<file path="src/rtl/conv_window_ctrl.sv">
// Frame read controller for a KxK convolution window generator: reads N*N pixels, tags coordinates and legal window positions.
// Optional emitted-window counter is built when WINDOW_CTRL_COUNT_EN is defined.
module conv_window_ctrl #(
  parameter int DATA_WIDTH = 8,
  parameter int DIM_WIDTH  = 8
) (
  input  logic                  clock,
  input  logic                  reset,
  input  logic                  start,
  input  logic [DIM_WIDTH-1:0]  input_dim,
  input  logic [1:0]            window_dim,
  input  logic                  stride,
  input  logic                  in_empty,
  input  logic [DATA_WIDTH-1:0] in_dout,
  output logic                  in_rd_en,
  input  logic                  out_full,
  output logic [DATA_WIDTH-1:0] win_data,
  output logic                  win_data_valid,
  output logic                  win_emit,
  output logic [DIM_WIDTH-1:0]  row,
  output logic [DIM_WIDTH-1:0]  col,
  output logic                  busy,
  output logic                  done,
  output logic                  cfg_err,
  output logic [15:0]           emit_count
);

  localparam logic [1:0] S_IDLE  = 2'd0;
  localparam logic [1:0] S_RUN   = 2'd1;
  localparam logic [1:0] S_FLUSH = 2'd2;
  localparam logic [1:0] S_DONE  = 2'd3;

  logic [1:0]            r_state;
  logic [DIM_WIDTH-1:0]  r_n;
  logic [1:0]            r_k;
  logic                  r_s;
  logic [DIM_WIDTH-1:0]  r_rd_row, r_rd_col;
  logic                  r_vld, r_emit, r_cfg_err;
  logic [DIM_WIDTH-1:0]  r_row, r_col;
  logic [DATA_WIDTH-1:0] r_data;

  logic                  w_rd, w_last, w_bad, w_emit;
  logic [DIM_WIDTH-1:0]  w_kz, w_km1, w_nm1, w_dr, w_dc;

  assign w_kz  = {{(DIM_WIDTH-2){1'b0}}, window_dim};
  assign w_bad = (window_dim == 2'd0) || (input_dim < w_kz);
  assign w_km1 = {{(DIM_WIDTH-2){1'b0}}, r_k} - {{(DIM_WIDTH-1){1'b0}}, 1'b1};
  assign w_nm1 = r_n - {{(DIM_WIDTH-1){1'b0}}, 1'b1};
  assign w_dr  = r_rd_row - w_km1;
  assign w_dc  = r_rd_col - w_km1;

  assign w_rd   = (r_state == S_RUN) && !in_empty && !out_full;
  assign w_last = (r_rd_row == w_nm1) && (r_rd_col == w_nm1);
  // stride-2 keeps only even offsets from the first full window
  assign w_emit = (r_rd_row >= w_km1) && (r_rd_col >= w_km1) &&
                  (!r_s || (!w_dr[0] && !w_dc[0]));

  always_ff @(posedge clock or negedge reset) begin
    if (!reset) begin
      r_state   <= S_IDLE;
      r_n       <= '0;
      r_k       <= '0;
      r_s       <= 1'b0;
      r_rd_row  <= '0;
      r_rd_col  <= '0;
      r_cfg_err <= 1'b0;
    end else begin
      r_cfg_err <= 1'b0;
      case (r_state)
        S_IDLE: if (start) begin
          if (w_bad) begin
            r_cfg_err <= 1'b1;
          end else begin
            r_n      <= input_dim;
            r_k      <= window_dim;
            r_s      <= stride;
            r_rd_row <= '0;
            r_rd_col <= '0;
            r_state  <= S_RUN;
          end
        end
        S_RUN: if (w_rd) begin
          if (w_last) begin
            r_state <= S_FLUSH;
          end else if (r_rd_col == w_nm1) begin
            r_rd_col <= '0;
            r_rd_row <= r_rd_row + 1'b1;
          end else begin
            r_rd_col <= r_rd_col + 1'b1;
          end
        end
        S_FLUSH: r_state <= S_DONE;
        default: r_state <= S_IDLE;
      endcase
    end
  end

  // FIFO data arrives the cycle after the read, so win_data passes in_dout
  // through while valid and replays the captured copy otherwise.
  always_ff @(posedge clock or negedge reset) begin
    if (!reset) begin
      r_vld  <= 1'b0;
      r_emit <= 1'b0;
      r_row  <= '0;
      r_col  <= '0;
      r_data <= '0;
    end else begin
      r_vld  <= w_rd;
      r_emit <= w_rd && w_emit;
      if (w_rd) begin
        r_row <= r_rd_row;
        r_col <= r_rd_col;
      end
      if (r_vld) r_data <= in_dout;
    end
  end

`ifdef WINDOW_CTRL_COUNT_EN
  logic [15:0] r_cnt;
  always_ff @(posedge clock or negedge reset) begin
    if (!reset) begin
      r_cnt <= '0;
    end else if (r_state == S_IDLE && start && !w_bad) begin
      r_cnt <= '0;
    end else if (r_emit && r_cnt != 16'hFFFF) begin
      r_cnt <= r_cnt + 16'd1;
    end
  end
  assign emit_count = r_cnt;
`else
  assign emit_count = 16'd0;
`endif

  assign in_rd_en       = w_rd;
  assign win_data       = r_vld ? in_dout : r_data;
  assign win_data_valid = r_vld;
  assign win_emit       = r_emit;
  assign row            = r_row;
  assign col            = r_col;
  assign busy           = (r_state != S_IDLE);
  assign done           = (r_state == S_DONE);
  assign cfg_err        = r_cfg_err;

endmodule

</file>
<file path="config.mk">
export PLATFORM = sky130hd
export DESIGN_NAME = conv_window_ctrl
export DESIGN_NICKNAME = d
export VERILOG_FILES = /design/src/rtl/conv_window_ctrl.sv
export SDC_FILE = /design/constraint.sdc
export NUM_CORES = 1
export LEC_CHECK = 0
export ABC_AREA = 0
export CAP_MARGIN = 25
export CORE_AREA = 2 2 81 83
export CTS_BUF_LIST = sky130_fd_sc_hd__clkbuf_8
export CTS_CLUSTER_DIAMETER = 50
export DETAILED_ROUTE_END_ITERATION = 7
export DIE_AREA = 0 0 83 85
export PLACE_DENSITY = 0.9
export SYNTH_ARGS = -nofsm -noshare
export SYNTH_HDL_FRONTEND = slang
export SYNTH_SLANG_ARGS = --single-unit
export TNS_END_PERCENT = 100
</file>
<file path="constraint.sdc">
create_clock -name clock -period 7.55 [get_ports clock]
set_clock_uncertainty 0.2 [all_clocks]
set_input_delay 1.1325 -clock clock [delete_from_list [all_inputs] [get_ports clock]]
set_output_delay 1.1325 -clock clock [all_outputs]
set_load 0.03 [all_outputs]
</file>
Yosys cells after proc, flatten, opt, wreduce, memory -nomap -nowiden
Cells that the tools add are included.

$add $sub $neg: 6. $lt $le $gt $ge: 3. Equal/unequal tests: 11. Muxes and demuxes: 19. Bitwise logic cells: 1. Reductions and logical operators: 22.

Operator list (count): $mux 8 (9); $pmux 8 s2 (2); $add 8x1->8 const B (2); $eq 8x8->1 (2); $ge 8x8->1 (2); $ne 2x2->1 const B (5); $lt 8x2->1 (1); $mux 2 (4); $sub 8x1->8 const B (1); $logic_and 1x1->1 (7); $pmux 2 s3 (1); $reduce_and 6->1 (1); $logic_not 1->1 (5); $reduce_and 5->1 (1); $eq 2x2->1 const B (2); $logic_not 2->1 (2); $reduce_and 4->1 (1); $reduce_bool 2->1 (2); $mux 1 (3); $reduce_and 3->1 (1); $sub 2x1->3 const B (1); $eq 2x1->1 const B (1); $logic_or 1x1->1 (2); $ne 2x1->1 const B (1); 2 further kinds (3).

Flip-flop bits (word level): 56. Bits of input ports: 24.

Depth between registers and ports, before layout
Gate-level depths: netlist of the first run.

Word-level depth: 7. Mapped depth: 14. Gate-level depth less buffers: 11.

Least setup slack after synthesis of the first run
No wires, ideal clock.

Path type: input-to-output. Start: input port in_empty. End: output port in_rd_en. Arrival time: 2.197 ns. Path slack: 4.020 ns. Stages on the path: 4. Path buffers: 2. Cell sequence: or3_1 clkbuf_1 inv_1 buf_1.

Word-level cells in the longest chain between the ends: 3.

RTL lines: start, declared (line 13) `input logic in_empty,`; $logic_not 1->1 (line 52) `assign w_rd = (r_state == S_RUN) && !in_empty && !out_full;`; $logic_and 1x1->1 (2 in series) (line 52); end, declared (line 15) `output logic in_rd_en,`.

Every way passes these cells.

Final worst setup path of the first run
Ends and elaborated chain as after synthesis.

==> results.txt, run 1 <==
The flow ran to the end, and the final reports show no timing, DRC or antenna violations. At the pin with the least slew margin, the transition time is just over 0.7 ns. The endpoint identified for the worst register-to-register timing path is r_rd_row[7]$_DFFE_PN0P_.

The floorplan row count is 29. The number of H-tree levels is 2. After layout, the minimum clock period comes to 4.52 ns. The number of buffers added by the clock tree synthesis step came out at 5. The count of flip-flops with a built-in enable after synthesis came out at 0.

Among all flip-flop cells after synthesis, the most frequent one is sky130_fd_sc_hd__dfrtp_1. The number of max-slew violations in the final report was 0. The hold violation total from the final report came out at 0. The largest net degree at the start of global routing is 57. The maximum fanout along the worst path came out at 23.

At the later pin of the worst-skew pair, clock insertion delay measures around 0.32 ns. Routability-driven placement finished with a final weighted congestion of 0.871. STA classifies the critical path endpoint as an output port. Measured in cells, the most critical reg-to-reg path has a length of 10. The CTS sink count is 56. The post-cts sizing count is 0. In the final routed layout, each cell accounts on average for 14.7 microns. Leaving out fill and tap cells, the most frequent cell in the layout is sky130_fd_sc_hd__nand2_1.

The Yosys warning count came out at 0. A synthesized cell averages 9.44 sq um. The area of the core came out at between 6000 and 7000 sq um. The fraction of final layout cells sized beyond drive strength 1 is 8.40%.

The placed wire-length estimate came out at between 5000 and 6000 microns. Static timing analysis puts the maximum clock frequency at 221 MHz. The synthesized netlist contains 45 unique library cells. The die span in y came out at 85 microns.

The number of optimization iterations in the first detailed-route pass is 4. The initial antenna violation count came out at 0. The worst relative slew slack is 53.0%.

The first-pass GRT wire length is around 12,000 microns. The sequential cell area fraction in the yosys report came out at roughly two fifths. The portion of the clock cycle consumed by the worst path in the final layout is between 50% and 60%. Setup violations remaining at the end of the flow were counted as 0. By startpoint and endpoint, the worst setup path is classified as in -> out.

The violation count after the first detailed-routing iteration is about 230. The post-route antenna net violation count is 0. Setup repair after global routing left no endpoint under its margin.

The number of fill cells in the layout came out at 508. Power spread over the standard cell area amounts to between 300 and 400 nW/um^2. The termination of the worst setup path is in_rd_en. In this run the critical register-to-register path is launched from r_n[0]$_DFFE_PN0P_. In this run the clock root is driven by a sky130_fd_sc_hd__clkbuf_8. The effective utilization at floorplan is approximately 55%.

Across the VDD grid, the largest voltage drop is just under 0.0002 V. TritonCTS built the clock tree. From synthesis to final layout, the design area changed by 17.5%. The register bit total from synthesis is 56.

For the final routed database, the setup TNS stands at 0 ns. Clock-pin slew was measured on the worst setup and hold paths at approximately 0.1 ns. The worst endpoint required time came out at roughly 6.2 ns. The leakage component of the power came out at ~1.9 nW. Leaving out filler cells and counting taps, the final layout contains just under 500.

The total DRC errors in the routed layout is 0. The library cells used most frequently in the layout, excluding fill and tap cells, are sky130_fd_sc_hd__nand2_1, sky130_fd_sc_hd__dfrtp_1, sky130_fd_sc_hd__clkdlybuf4s50_1. The smallest hold slack came out at a little under 0.3 ns. The number of hold-repair buffers added at the cts stage came out at 0. The synthesized instance count came out at between 300 and 400.

Tracing the worst setup path back leads to its startpoint at in_empty. The combined global-route utilization of all metal layers is between 20% and 30%. The via count of the first global-routing pass is 2,560. The antenna cell count came out at 0. The total detailed-routing wirelength came out at 7100 microns. The number of cells in the design after placement is between 400 and 500.

The count of maximum capacitance violations came out at 0. The min-delay analysis places its worst path in the category reg -> reg. The maximum root-to-sink buffer count came out at 2. The number of vias after detailed routing came out at approximately 2,700. The share of synthesized registers carrying an async set or reset came out at between 90% and 100%.

For flop-to-flop paths, the worst setup slack is 3.56 ns. The synthesized netlist occupies a cell area of approximately 3400 sq um. Buffers added to address setup during post-CTS repair amount to 0. The net count of the finished layout is between 400 and 500. The startpoint class of the critical path is an input pin. Measured along the x axis, the die boundary spans 83 microns. The total congestion overflow is 0. STA puts the critical path data arrival time at about 3.2 ns. In the routed layout, each cell is associated on average with a via count of ~5.6. Overall power consumption after layout is estimated at around 1.4 mW.

70 I/O pins were placed. The die covers around 7000 sq um. The count of port buffers added during placement is 53.
## cell families (layout without fill, tap and decap cells)
family                   after synthesis  count (layout)  share of synthesized area, %
multiplexers                          17              17                          5.65
flip-flops                            56              56                          41.4
buffers and inverters                 52              83                          8.12
AO/OA/AOI/OAI                         58              58                          11.3
XOR/XNOR                              19              19                          5.72
other                                  1              16                         0.111
AND/OR/NAND/NOR                      131             131                          18.5
adder cells (fa/ha/maj)               25              25                          9.23
## flip-flops by register name, summed over array words and instances (netlist names), 2 cells and up
register,flops
r_k,2
row,8
r_rd_col,8
col,8
r_n,8
r_state,2
r_rd_row,8
r_data,8
## where the power goes
| part | total [mW] | internal (mW) | switching (mW) | leakage (nW) |
|---|---|---|---|---|
| Sequential | 0.477 | 0.381 | 0.0966 | 0.732 |
| Combinational | 0.701 | 0.311 | 0.390 | 1.08 |
| Clock | 0.174 | 0.0683 | 0.105 | 0.0463 |
## synth_stat cells, types with 7 or more instances
| master | instances | area, sq um |
|---|---|---|
| sky130_fd_sc_hd__buf_4 | 18 | 135 |
| sky130_fd_sc_hd__nand3_1 | 7 | 35.0 |
| sky130_fd_sc_hd__inv_1 | 18 | 67.6 |
| sky130_fd_sc_hd__nand4_1 | 7 | 43.8 |
| sky130_fd_sc_hd__mux2_2 | 17 | 191 |
| sky130_fd_sc_hd__clkbuf_1 | 10 | 37.5 |
| sky130_fd_sc_hd__xnor2_1 | 7 | 61.3 |
| sky130_fd_sc_hd__nor2_1 | 19 | 71.3 |
| sky130_fd_sc_hd__or3_1 | 8 | 50.1 |
| sky130_fd_sc_hd__a21oi_1 | 15 | 75.1 |
| sky130_fd_sc_hd__dfrtp_1 | 56 | 1400 |
| sky130_fd_sc_hd__o21ai_0 | 21 | 105 |
| sky130_fd_sc_hd__ha_1 | 25 | 313 |
| sky130_fd_sc_hd__nand2_1 | 58 | 218 |
| sky130_fd_sc_hd__xor2_1 | 10 | 87.6 |
## worst min path at each step
stage	startpoint	endpoint	slack (ns)	cells past startpoint
3_5_place_dp	row[4]$_DFFE_PN0P_	row[4]$_DFFE_PN0P_	0.27	2
5_1_grt	r_data[3]$_DFF_PN0_	r_data[3]$_DFF_PN0_	0.32	1
3_3_place_gp	row[2]$_DFFE_PN0P_	row[2]$_DFFE_PN0P_	0.26	2
4_1_cts	row[4]$_DFFE_PN0P_	row[4]$_DFFE_PN0P_	0.29	2
6_report	row[4]$_DFFE_PN0P_	row[4]$_DFFE_PN0P_	0.29	2
2_1_floorplan	r_s$_DFFE_PN0P_	r_s$_DFFE_PN0P_	0.28	1
## stage by stage
step	worst slack, ns	utilization, %	area (sq um)
2_1_floorplan	4.02	-	3440
3_3_place_gp	3.08	62.6	3880
3_5_place_dp	3.04	62.6	3880
4_1_cts	3.03	64.1	3980
5_1_grt	2.93	64.2	3980
6_report	3.03	64.2	3980
## final cells by class
type,count,area (sq um),area share [%]
Clock buffer,5,68.8,1.73
Clock inverter,3,27.5,0.691
Inverter,18,67.6,1.70
Multi-Input combinational cell,266,1770,44.4
Sequential cell,56,1400,35.2
Tap cell,77,96.3,2.42
Timing Repair Buffer,57,553,13.9
## routing by layer
| layer | wire [microns] | global-route usage (%) |
|---|---|---|
| met1 | 3010 | 26.5 |
| met5 | 0 | 0 |
| met3 | 437 | 3.70 |
| met2 | 3550 | 36.4 |
| met4 | 110 | 5.81 |
## critical path: stages
cell and delay, ns:
sky130_fd_sc_hd__clkdlybuf4s50_1 0.39, sky130_fd_sc_hd__or3_1 0.34, sky130_fd_sc_hd__buf_4 0.21, sky130_fd_sc_hd__inv_1 0.35, sky130_fd_sc_hd__clkdlybuf4s50_1 0.76
No activity file was read; power rests on OpenSTA's default activity.
==> run 2, diff against run 1 <==
- CORE_AREA: 2 2 81 83 -> 2 2 83 85
- DIE_AREA: 0 0 83 85 -> 0 0 85 87
- PLACE_DENSITY: 0.9 -> 0.86
- clock period: 7.55 -> 4.75 ns (I/O delays scaled with it)
==> run 2 against run 1 <==
Net effect:
- worst setup slack lost 2.2 ns
- cell count grew 0.62%
- die area grew 4.8%
- worst hold slack lost 0.0088 ns
- sequential share of layout area shrank 0.066 points
- global-route usage is essentially flat
- count of clock-buffer cells in the layout grew 1
- largest cell class unchanged
- via count shrank 0.97%
- total power grew 58%
- clock power grew 56%
==> results.txt, run 2 (synthesis results as in run 1) <==
The arrival time reported for the critical path endpoint is 3.95 ns (was 3.19 ns). The floorplan row count came to 30 (was 29). The most frequent standard cell in the layout excluding fill and tap cells is sky130_fd_sc_hd__nand2_1 (unchanged).

The initial antenna violation count came out at 0 (unchanged). The maximum fanout along the worst path is 17 (was 23). Unrepaired setup endpoints after global routing: false (unchanged). The die span in y is 87 microns (was 85 microns). The smallest hold slack is 0.280 ns (was 0.289 ns).

The effective utilization at floorplan came out at 51.6% (was 54.6%). The total DRC errors in the routed layout came to 0 (unchanged). The weighted congestion reported at the end of routability-driven placement came out at 0.892 (was 0.871). The CTS tree was built (unchanged). The worst setup margin is 0.791 ns (was 3.03 ns).

The maximum root-to-sink buffer count came out at 2 (unchanged). The worst hold path class was reg -> reg (unchanged). The number of H-tree levels is 2 (unchanged).

The placed wire-length estimate came to 5560 microns (was 5370 microns). For this run, the top clock speed supported by timing is between 200 and 300 MHz. The number of endpoints failing setup at the final stage is 0 (unchanged).

The worst IR drop on VDD came out at 0.000311 V (was 0.000197 V). The classification of the worst setup path is reg -> reg (was in -> out). The total congestion overflow is 0 (unchanged). The CTS sink count is 56 (unchanged). The number of buffers added by the clock tree synthesis step is 5 (unchanged). The number of non-filler instances in the completed layout was 485 (was 482). The endpoint class of the critical path is a flip-flop (was output port).

The library cell used as clock root buffer was sky130_fd_sc_hd__clkbuf_8 (unchanged). The mean routed wirelength per cell is 14.9 microns (was 14.7 microns). The startpoint class of the critical path is a flip-flop (was input pin). The routed via count divided by cell count came out at 5.48 (was 5.56). The insertion delay of the later-clocked pin in the worst-skew pair is 0.31 ns (was 0.32 ns). The fraction of final layout cells sized beyond drive strength 1 came out at 8.40% (unchanged). The power density of the placed cells is 536 nW/um^2 (was 340 nW/um^2).

The post-route standard cell area excluding fillers came out at 3990 sq um (was 3980 sq um). The post-route minimum period is approximately 4 ns. The measured slew at the worst slew-check pin came to 0.709 ns (was 0.705 ns). The worst relative slew slack came out at 52.7% (was 53.0%). The number of max-slew violations in the final report is 0 (unchanged). The number of vias after detailed routing is 2,656 (was 2,682).

The first-pass GRT wire length came out at 12,100 microns (was 12,000 microns). The via count of the first global-routing pass came out at 2,685 (was 2,560). The number of cells in the design after placement came out at 477 (was 473). The net count of the finished layout is 453 (unchanged). Most frequent cells in the layout: sky130_fd_sc_hd__nand2_1, sky130_fd_sc_hd__dfrtp_1, sky130_fd_sc_hd__clkdlybuf4s50_1 (unchanged). The antenna cell count is 0 (unchanged). The portion of the clock cycle consumed by the worst path in the final layout came out at between 80% and 90%. The total cell area at the placement stage came out at 3890 sq um (was 3880 sq um). The area growth from synthesis to layout came out at 17.8% (was 17.5%). The worst endpoint required time is 4.74 ns (was 6.22 ns).

The placement-stage worst setup slack was 0.808 ns (was 3.04 ns). The total detailed-routing wirelength is 7240 microns (was 7100 microns). The count of maximum capacitance violations came out at 0 (unchanged). The area of the core came out at 6570 sq um (was 6200 sq um).

The total negative setup slack came out at 0 ns (unchanged). The combined global-route utilization of all metal layers is 20.7% (about the same). The count of port buffers added during placement was 53 (unchanged). The post-CTS setup repair buffer count is 0 (unchanged).

The largest net degree at the start of global routing came out at 57 (unchanged). The number of hold-repair buffers added at the cts stage was 0 (unchanged). The post-route antenna net violation count came to 0 (unchanged). The violation count after the first detailed-routing iteration came out at 145 (was 233). The hold violation total from the final report is 0 (unchanged). The overall die area came out at 7400 sq um (was 7060 sq um).

The number of optimization iterations in the first detailed-route pass is 4 (unchanged). The leakage component of the power came out at 1.86 nW (about the same). Outcome: finished, final reports clean (unchanged). The horizontal die dimension is 85 microns (was 83 microns). The clock-pin slew on the worst setup and hold paths is 0.10 ns (about the same).

The post-cts sizing count came to 0 (unchanged). The count of boundary I/O pins came out at 70 (unchanged).
run 2: stage by stage:
stage	util [%]	power (mW)
final	60.7	2.14
after detailed placement	59.3	1.88
after global placement	59.3	1.83
after CTS	60.7	2.15
after global routing	60.7	2.31
after floorplan	-	1.56
run 2: power breakdown:
part	internal, mW	switching [mW]
clock network	0.118	0.154
registers	0.605	0.153
logic	0.497	0.612
total	1.22	0.919
run 2: worst max-delay path, stage by stage, from the launching register on:
cell and delay [ns]:
sky130_fd_sc_hd__dfrtp_1 0.48, sky130_fd_sc_hd__inv_1 0.11, sky130_fd_sc_hd__ha_1 0.24, sky130_fd_sc_hd__nor3b_1 0.25, sky130_fd_sc_hd__mux2_2 0.36, sky130_fd_sc_hd__or4_1 0.40, sky130_fd_sc_hd__or4b_1 0.68, sky130_fd_sc_hd__a221oi_4 0.71
sky130_fd_sc_hd__o21ai_0 0.22, sky130_fd_sc_hd__nand2_1 0.12, sky130_fd_sc_hd__o31ai_1 0.07
run 2: final timing paths:
check                                   startpoint                       to  slack (ns)  depth (start not counted)
worst max-delay path            r_n[0]$_DFFE_PN0P_  r_rd_row[4]$_DFFE_PN0P_        0.79                         10
worst min-delay path            row[7]$_DFFE_PN0P_       row[7]$_DFFE_PN0P_        0.28                          2
worst max register to register  r_n[0]$_DFFE_PN0P_  r_rd_row[4]$_DFFE_PN0P_        0.79                         10
worst min register to register  row[7]$_DFFE_PN0P_       row[7]$_DFFE_PN0P_        0.28                          2
max in group asynchronous                    reset  r_rd_col[1]$_DFFE_PN0P_        3.58                          2
min in group asynchronous                    reset       row[2]$_DFFE_PN0P_        0.32                          2
run 2: layout make-up:
type                       count  area, sq um
fill                         574         2580
inverter                      18         67.6
timing repair buffer          57          556
sequential                    56         1400
clock buffer                   6         82.6
clock inverter                 2         15.0
multi-input combinational    266         1770
tap                           80          100
run 2: metal layers:
metal	vias to the layer above	wire (microns)	share of wire (%)	global-route usage, %
li1	1287	-	-	-
met1	1272	3050	42	24.0
met2	86	3670	51	38.6
met3	11	400	5.5	4.17
met4	0	118	1.6	5.92
met5	-	0	0	0
